==> src/rtl/formula.sv <==
// Pipelined q = sat_N(((a-b)*(1+3c) - 4d) >>> 1), 5-cycle latency, one operand set per cycle, no backpressure.
// Optional FORMULA_HOLD_Q_EN: q holds the last valid result instead of being forced to 0 while o_valid is low.
module formula #(
  parameter int N = 8
) (
  input  logic                clk,
  input  logic                rstn,
  input  logic                i_valid,
  input  logic signed [N-1:0] a,
  input  logic signed [N-1:0] b,
  input  logic signed [N-1:0] c,
  input  logic signed [N-1:0] d,
  output logic                o_valid,
  output logic signed [N-1:0] q
);

  // W = 2N+4 is wide enough for every intermediate value at any input.
  localparam int W = 2 * N + 4;

  logic signed [W-1:0] w_a, w_b, w_c, w_d;
  logic signed [W-1:0] w_c3;
  logic signed [W-1:0] w_one;
  logic signed [W-1:0] w_max, w_min;
  logic signed [N-1:0] w_sat;

  logic signed [W-1:0] r_s, r_m, r_d4;
  logic signed [W-1:0] r_p, r_d4_2;
  logic signed [W-1:0] r_r;
  logic signed [W-1:0] r_h;
  logic signed [N-1:0] r_q;
  logic        [4:0]   r_vld;

  assign w_a   = {{(W-N){a[N-1]}}, a};
  assign w_b   = {{(W-N){b[N-1]}}, b};
  assign w_c   = {{(W-N){c[N-1]}}, c};
  assign w_d   = {{(W-N){d[N-1]}}, d};
  assign w_c3  = (w_c <<< 1) + w_c;
  assign w_one = {{(W-1){1'b0}}, 1'b1};

  // Saturation bounds, sign-extended to W bits for a signed compare.
  assign w_max = {{(W-N+1){1'b0}}, {(N-1){1'b1}}};
  assign w_min = {{(W-N+1){1'b1}}, {(N-1){1'b0}}};

  always_comb begin
    w_sat = r_h[N-1:0];
    if (r_h > w_max)
      w_sat = w_max[N-1:0];
    else if (r_h < w_min)
      w_sat = w_min[N-1:0];
  end

  always_ff @(posedge clk or negedge rstn) begin
    if (!rstn) begin
      r_s    <= '0;
      r_m    <= '0;
      r_d4   <= '0;
      r_p    <= '0;
      r_d4_2 <= '0;
      r_r    <= '0;
      r_h    <= '0;
      r_q    <= '0;
      r_vld  <= '0;
    end else begin
      r_vld  <= {r_vld[3:0], i_valid};
      r_s    <= w_a - w_b;
      r_m    <= w_c3 + w_one;
      r_d4   <= w_d <<< 2;
      r_p    <= r_s * r_m;
      r_d4_2 <= r_d4;
      r_r    <= r_p - r_d4_2;
      r_h    <= r_r >>> 1;
`ifdef FORMULA_HOLD_Q_EN
      if (r_vld[3])
        r_q <= w_sat;
`else
      r_q <= r_vld[3] ? w_sat : '0;
`endif
    end
  end

  assign o_valid = r_vld[4];
  assign q       = r_q;

endmodule

==> config.mk <==
export PLATFORM = sky130hd
export DESIGN_NAME = formula
export DESIGN_NICKNAME = d
export VERILOG_FILES = /design/src/rtl/formula.sv
export SDC_FILE = /design/constraint.sdc
export NUM_CORES = 1
export LEC_CHECK = 0
export BUFFER_PORTS_ARGS = -buffer_cell sky130_fd_sc_hd__buf_2
export CORE_MARGIN = 5
export CORE_UTILIZATION = 50
export DETAILED_ROUTE_END_ITERATION = 7
export MAX_ROUTING_LAYER = met4
export PLACE_DENSITY = 0.74
export SLEW_MARGIN = 20
export SYNTH_ARGS = -nofsm -noshare
export SYNTH_HDL_FRONTEND = slang
export SYNTH_SLANG_ARGS = --single-unit
==> constraint.sdc <==
create_clock -name clk -period 8.35 [get_ports clk]
set_clock_uncertainty 0.05 [all_clocks]
set_input_delay 1.67 -clock clk [delete_from_list [all_inputs] [get_ports clk]]
set_output_delay 1.67 -clock clk [all_outputs]
set_load 0.02 [all_outputs]
[Word level (Yosys, flattened, before mapping)]
Index checks and enable logic that the tools add are counted.
Storage, ports and cells
  bits in registers: 108
  input port bits: 35
  output and inout bits: 9
  word-level logic and storage cells: 19
Operators by class
  muxes and demuxes: 3
  multipliers: 1
  $lt $le $gt $ge: 2
  $add $sub $neg: 4
Operators with widths (number)
  8-bit 2-to-1 mux: 3
  9-bit by 11-bit multiplier with 20-bit output: 1
  20-bit by 10-bit subtractor with 20-bit output: 1
  19-bit by 8-bit greater-than comparator with 1-bit output (second input constant): 1
  19-bit by 8-bit < comparator with 1-bit output (second input constant): 1
  10-bit by 2-bit adder with 11-bit output (second input constant): 1
  9-bit by 8-bit adder with 10-bit output: 1
  8-bit by 8-bit subtractor with 9-bit output: 1

[Depth between registers and ports, before layout]
  depth in word-level cells: 4
  mapped depth: 19
  depth with buffers taken out: 18

[Worst setup path before layout]
Ideal clock, no wire load.
  kind: register -> register
  start: register r_s[1]
  end: register r_p[19]
  stages on the path, launching flop included: 17
  arrival time: 4.764 ns
  path buffers: 1
  setup time: 0.128 ns
  data required time: 8.172 ns
  clock period less this slack: 4.941 ns
  setup slack: 3.409 ns
  path through: dfrtp_1 > clkbuf_1 > and2_1 > fa_1 > inv_1 > fa_1 > inv_1 > fa_1 > fa_1 > ha_1 > ha_1 > a211o_1 > or2_1 > o211ai_2 > nor2_2 > o32ai_2 > xnor2_1
On the way
  longest elaborated chain between the ends: 1
Ends and longest elaborated chain
  start: declaration: RTL line 26  | logic signed [W-1:0] r_s, r_m, r_d4;
  start signal: assignment: RTL line 65  | r_s <= w_a - w_b;
  9-bit by 11-bit multiplier with 20-bit output: RTL line 68  | r_p <= r_s * r_m;
  end signal: assignment: RTL line 68
  end: declaration: RTL line 27  | logic signed [W-1:0] r_p, r_d4_2;
No other way between the ends.

[Final worst setup path]
  start: register r_s[1]
  end: register r_p[18]
The elaborated chain is that of the path after synthesis.

==> reports/metrics.yaml <==
antenna_found_initial: 0
wl_um: 11800
fin_crit_sh: 0.620
clockBufferDepth: 2
period_minus_slack_ns: 5.18
drtIter0Drc: 171
core_area_um2: 15100
die_x_um: 134
reg2regPathDepth: 14
start_kind: "flop"
layout_common_cells: "112 x inv_1, 105 x dfrtp_1, 83 x fa_1"
io_pins: 44
via_count: 4713
gr-usage-all-layers: 0.155
cts_tree: "yes"
syn_inst: 710
gp_congestion: 0.840
synth_seq_area_share: 0.344
ctsHoldBuffers: 0
nets: 948
critical_path.top_delay_family: "adder cells"
ys_ff_latch: 105
timing.fmax_ghz: 0.193
whs_endpoint: "r_h[16]"
cpMaxStageDelayCell: "fa_1"
path_max_fanout: 10
rsz0062_at_grt: "false"
clk_latency_ns: 0.35
hold_viol_final: 0
antennaDiodeCount: 0
initial_core_util: 0.506
rows: 45
cp_num_buf_inv: 2
postCtsSetupRepairBufs: 0
drc: 0
synth_edf_count: 0
grt_pass1_wl_um: 22200
crit_path_max_incr_delay_ns: 0.67
tightestPinTransition_ns: 0.670
globalRouteOverflowTotal: 0
cp_cell_sequence: "and2_1 > fa_1 > inv_1 > fa_1 > inv_1 > fa_1 > fa_1 > ha_1 > ha_1 > a211o_1 > o311ai_2 > nand2b_1 > a221oi_2 > xnor2_1"
setup_violations: 0
layout_commonest_cell: "inv_1"
r2r_start: "r_s[1]"
syn-num-nets: 903
firstDrtPassIters: 4
critPathRequiredTime_ns: 8.57
r2r-end: "r_p[18]"
ys_async_sr_fraction: 1.00
root_buffer: "clkbuf_16"
regToRegSetupSlack_ns: 3.17
grt_pass1_vias: 5109
worstPathArrival_ns: 5.40
cts_htree_levels: 3
min-delay-start: "r_r[17]"
dieArea_um2: 17800
numClockSinks: 105
cp-end-kind: "flop"
yosys_warnings: 0
io_buffers: 43
postRouteAntennaNets: 0
die_h_um: 134
drive_above_1_share: 0.0896
synthDistinctLibCells: 49
syn_area_per_cell_um2: 10.7
syn_to_final_growth_pct: 9.75
hp-class: "reg2reg"
dp_hpwl_um: 9820
status: "completed"
grt_max_degree: 58
cts-buffers-inserted: 9
fin_setup_tns_ns: 0
wl_per_cell_um: 12.5
drv_cap: 0
slew_violations: 0
slew_headroom: 0.554
clk_pin_slew_ns: 0.07
mappedNetlistArea_um2: 7630
vias_per_cell: 4.98
whs_path_depth: 0
synth_ff_type: "dfrtp_1"
path_common_cell: "fa_1"
cts-resized-gates: 0
worstSetupPathType: "reg2reg"
-- layout make-up --
class	instances	area, um^2
fill	1306	6710
clock inverter	6	96.3
multi-input combinational	483	4550
timing repair buffer	44	225
inverter	112	420
tap	188	235
clock buffer	9	225
sequential	105	2630
-- worst max path at each step --
stage / startpoint / end / slack, ns / depth (start not counted)
finish: r_s[1] / r_p[18] / 3.17 / 14
global route: r_s[1] / r_p[18] / 2.85 / 14
CTS: r_s[1] / r_p[18] / 3.13 / 14
detailed placement: r_s[1] / r_p[18] / 3.16 / 14
global placement: r_s[1] / r_p[19] / 3.29 / 15
floorplan: r_s[1] / r_p[19] / 3.41 / 16
-- sequential cells by signal (all words and copies together) (netlist names) --
register / cells
r_h: 19
r_m: 10
q: 8
r_p: 19
r_vld: 5
r_r: 19
r_d4: 8
r_d4_2: 8
r_s: 9
-- Yosys cell counts (all sizes together) (2+ instances only) --
| library cell | instances | area [um^2] |
|---|---|---|
| nand2 | 55 | 206 |
| inv | 112 | 420 |
| o21a | 7 | 52.6 |
| o211ai | 3 | 27.5 |
| a221oi | 2 | 23.8 |
| o31ai | 2 | 15.0 |
| nand4 | 4 | 25.0 |
| and2 | 47 | 294 |
| xor2 | 11 | 96.3 |
| or2 | 2 | 12.5 |
| o22a | 2 | 18.8 |
| dfrtp | 105 | 2630 |
| nand3 | 4 | 20.0 |
| nor4 | 3 | 18.8 |
| nand2b | 12 | 75.1 |
| a211oi | 3 | 22.5 |
| a21o | 9 | 67.6 |
| a21boi | 4 | 30.0 |
| o21bai | 2 | 15.0 |
| fa | 83 | 1660 |
| a21oi | 28 | 140 |
| ha | 75 | 938 |
| xnor2 | 30 | 263 |
| a31oi | 2 | 12.5 |
| o311ai | 2 | 25.0 |
| nor2 | 32 | 123 |
| nor2b | 17 | 106 |
| clkbuf | 10 | 37.5 |
| nor3 | 6 | 30.0 |
| o21ai | 24 | 120 |
| nor3b | 2 | 15.0 |
-- kinds of logic after synthesis --
group,synth area share
and+or+nand+nor,0.123
adders and majority gates,0.341
buffers and inverters,0.0600
DFF,0.344
AOI/OAI and AO/OA,0.0836
xor gates and xnor gates,0.0470
muxes,0.00148
-- per-stage QoR --
| stage | std cells | utilization | cell area, um^2 | hold WS (ns) | setup WS [ns] |
|---|---|---|---|---|---|
| after floorplan | 710 | - | 7630 | 0.281 | 3.41 |
| after global placement | 932 | 0.534 | 8060 | 0.282 | 3.29 |
| after detailed placement | 932 | 0.534 | 8060 | 0.285 | 3.16 |
| after CTS | 947 | 0.555 | 8380 | 0.293 | 3.13 |
| after global routing | 947 | 0.555 | 8380 | 0.298 | 2.85 |
| final | 947 | 0.555 | 8380 | 0.293 | 3.17 |
-- worst reg2reg max path, cell delays in order, from the launching register on --
cell and delay [ns]:
dfrtp_1 0.48, and2_1 0.26, fa_1 0.67, inv_1 0.14, fa_1 0.56, inv_1 0.05
fa_1 0.47, fa_1 0.50, ha_1 0.32, ha_1 0.36, a211o_1 0.33, o311ai_2 0.34
nand2b_1 0.16, a221oi_2 0.27, xnor2_1 0.15
-- per-layer routing --
metal,global-route usage,part of all wire,vias up
met2,0.262,0.51,63
met5,-,0,-
met1,0.191,0.45,2294
li1,-,-,2346
met3,0.0283,0.033,10
met4,0.0457,0.012,0
Power is left out: the tool's default activity adds up to more than one toggle a clock period on the data nets, which glitch-free logic cannot reach.
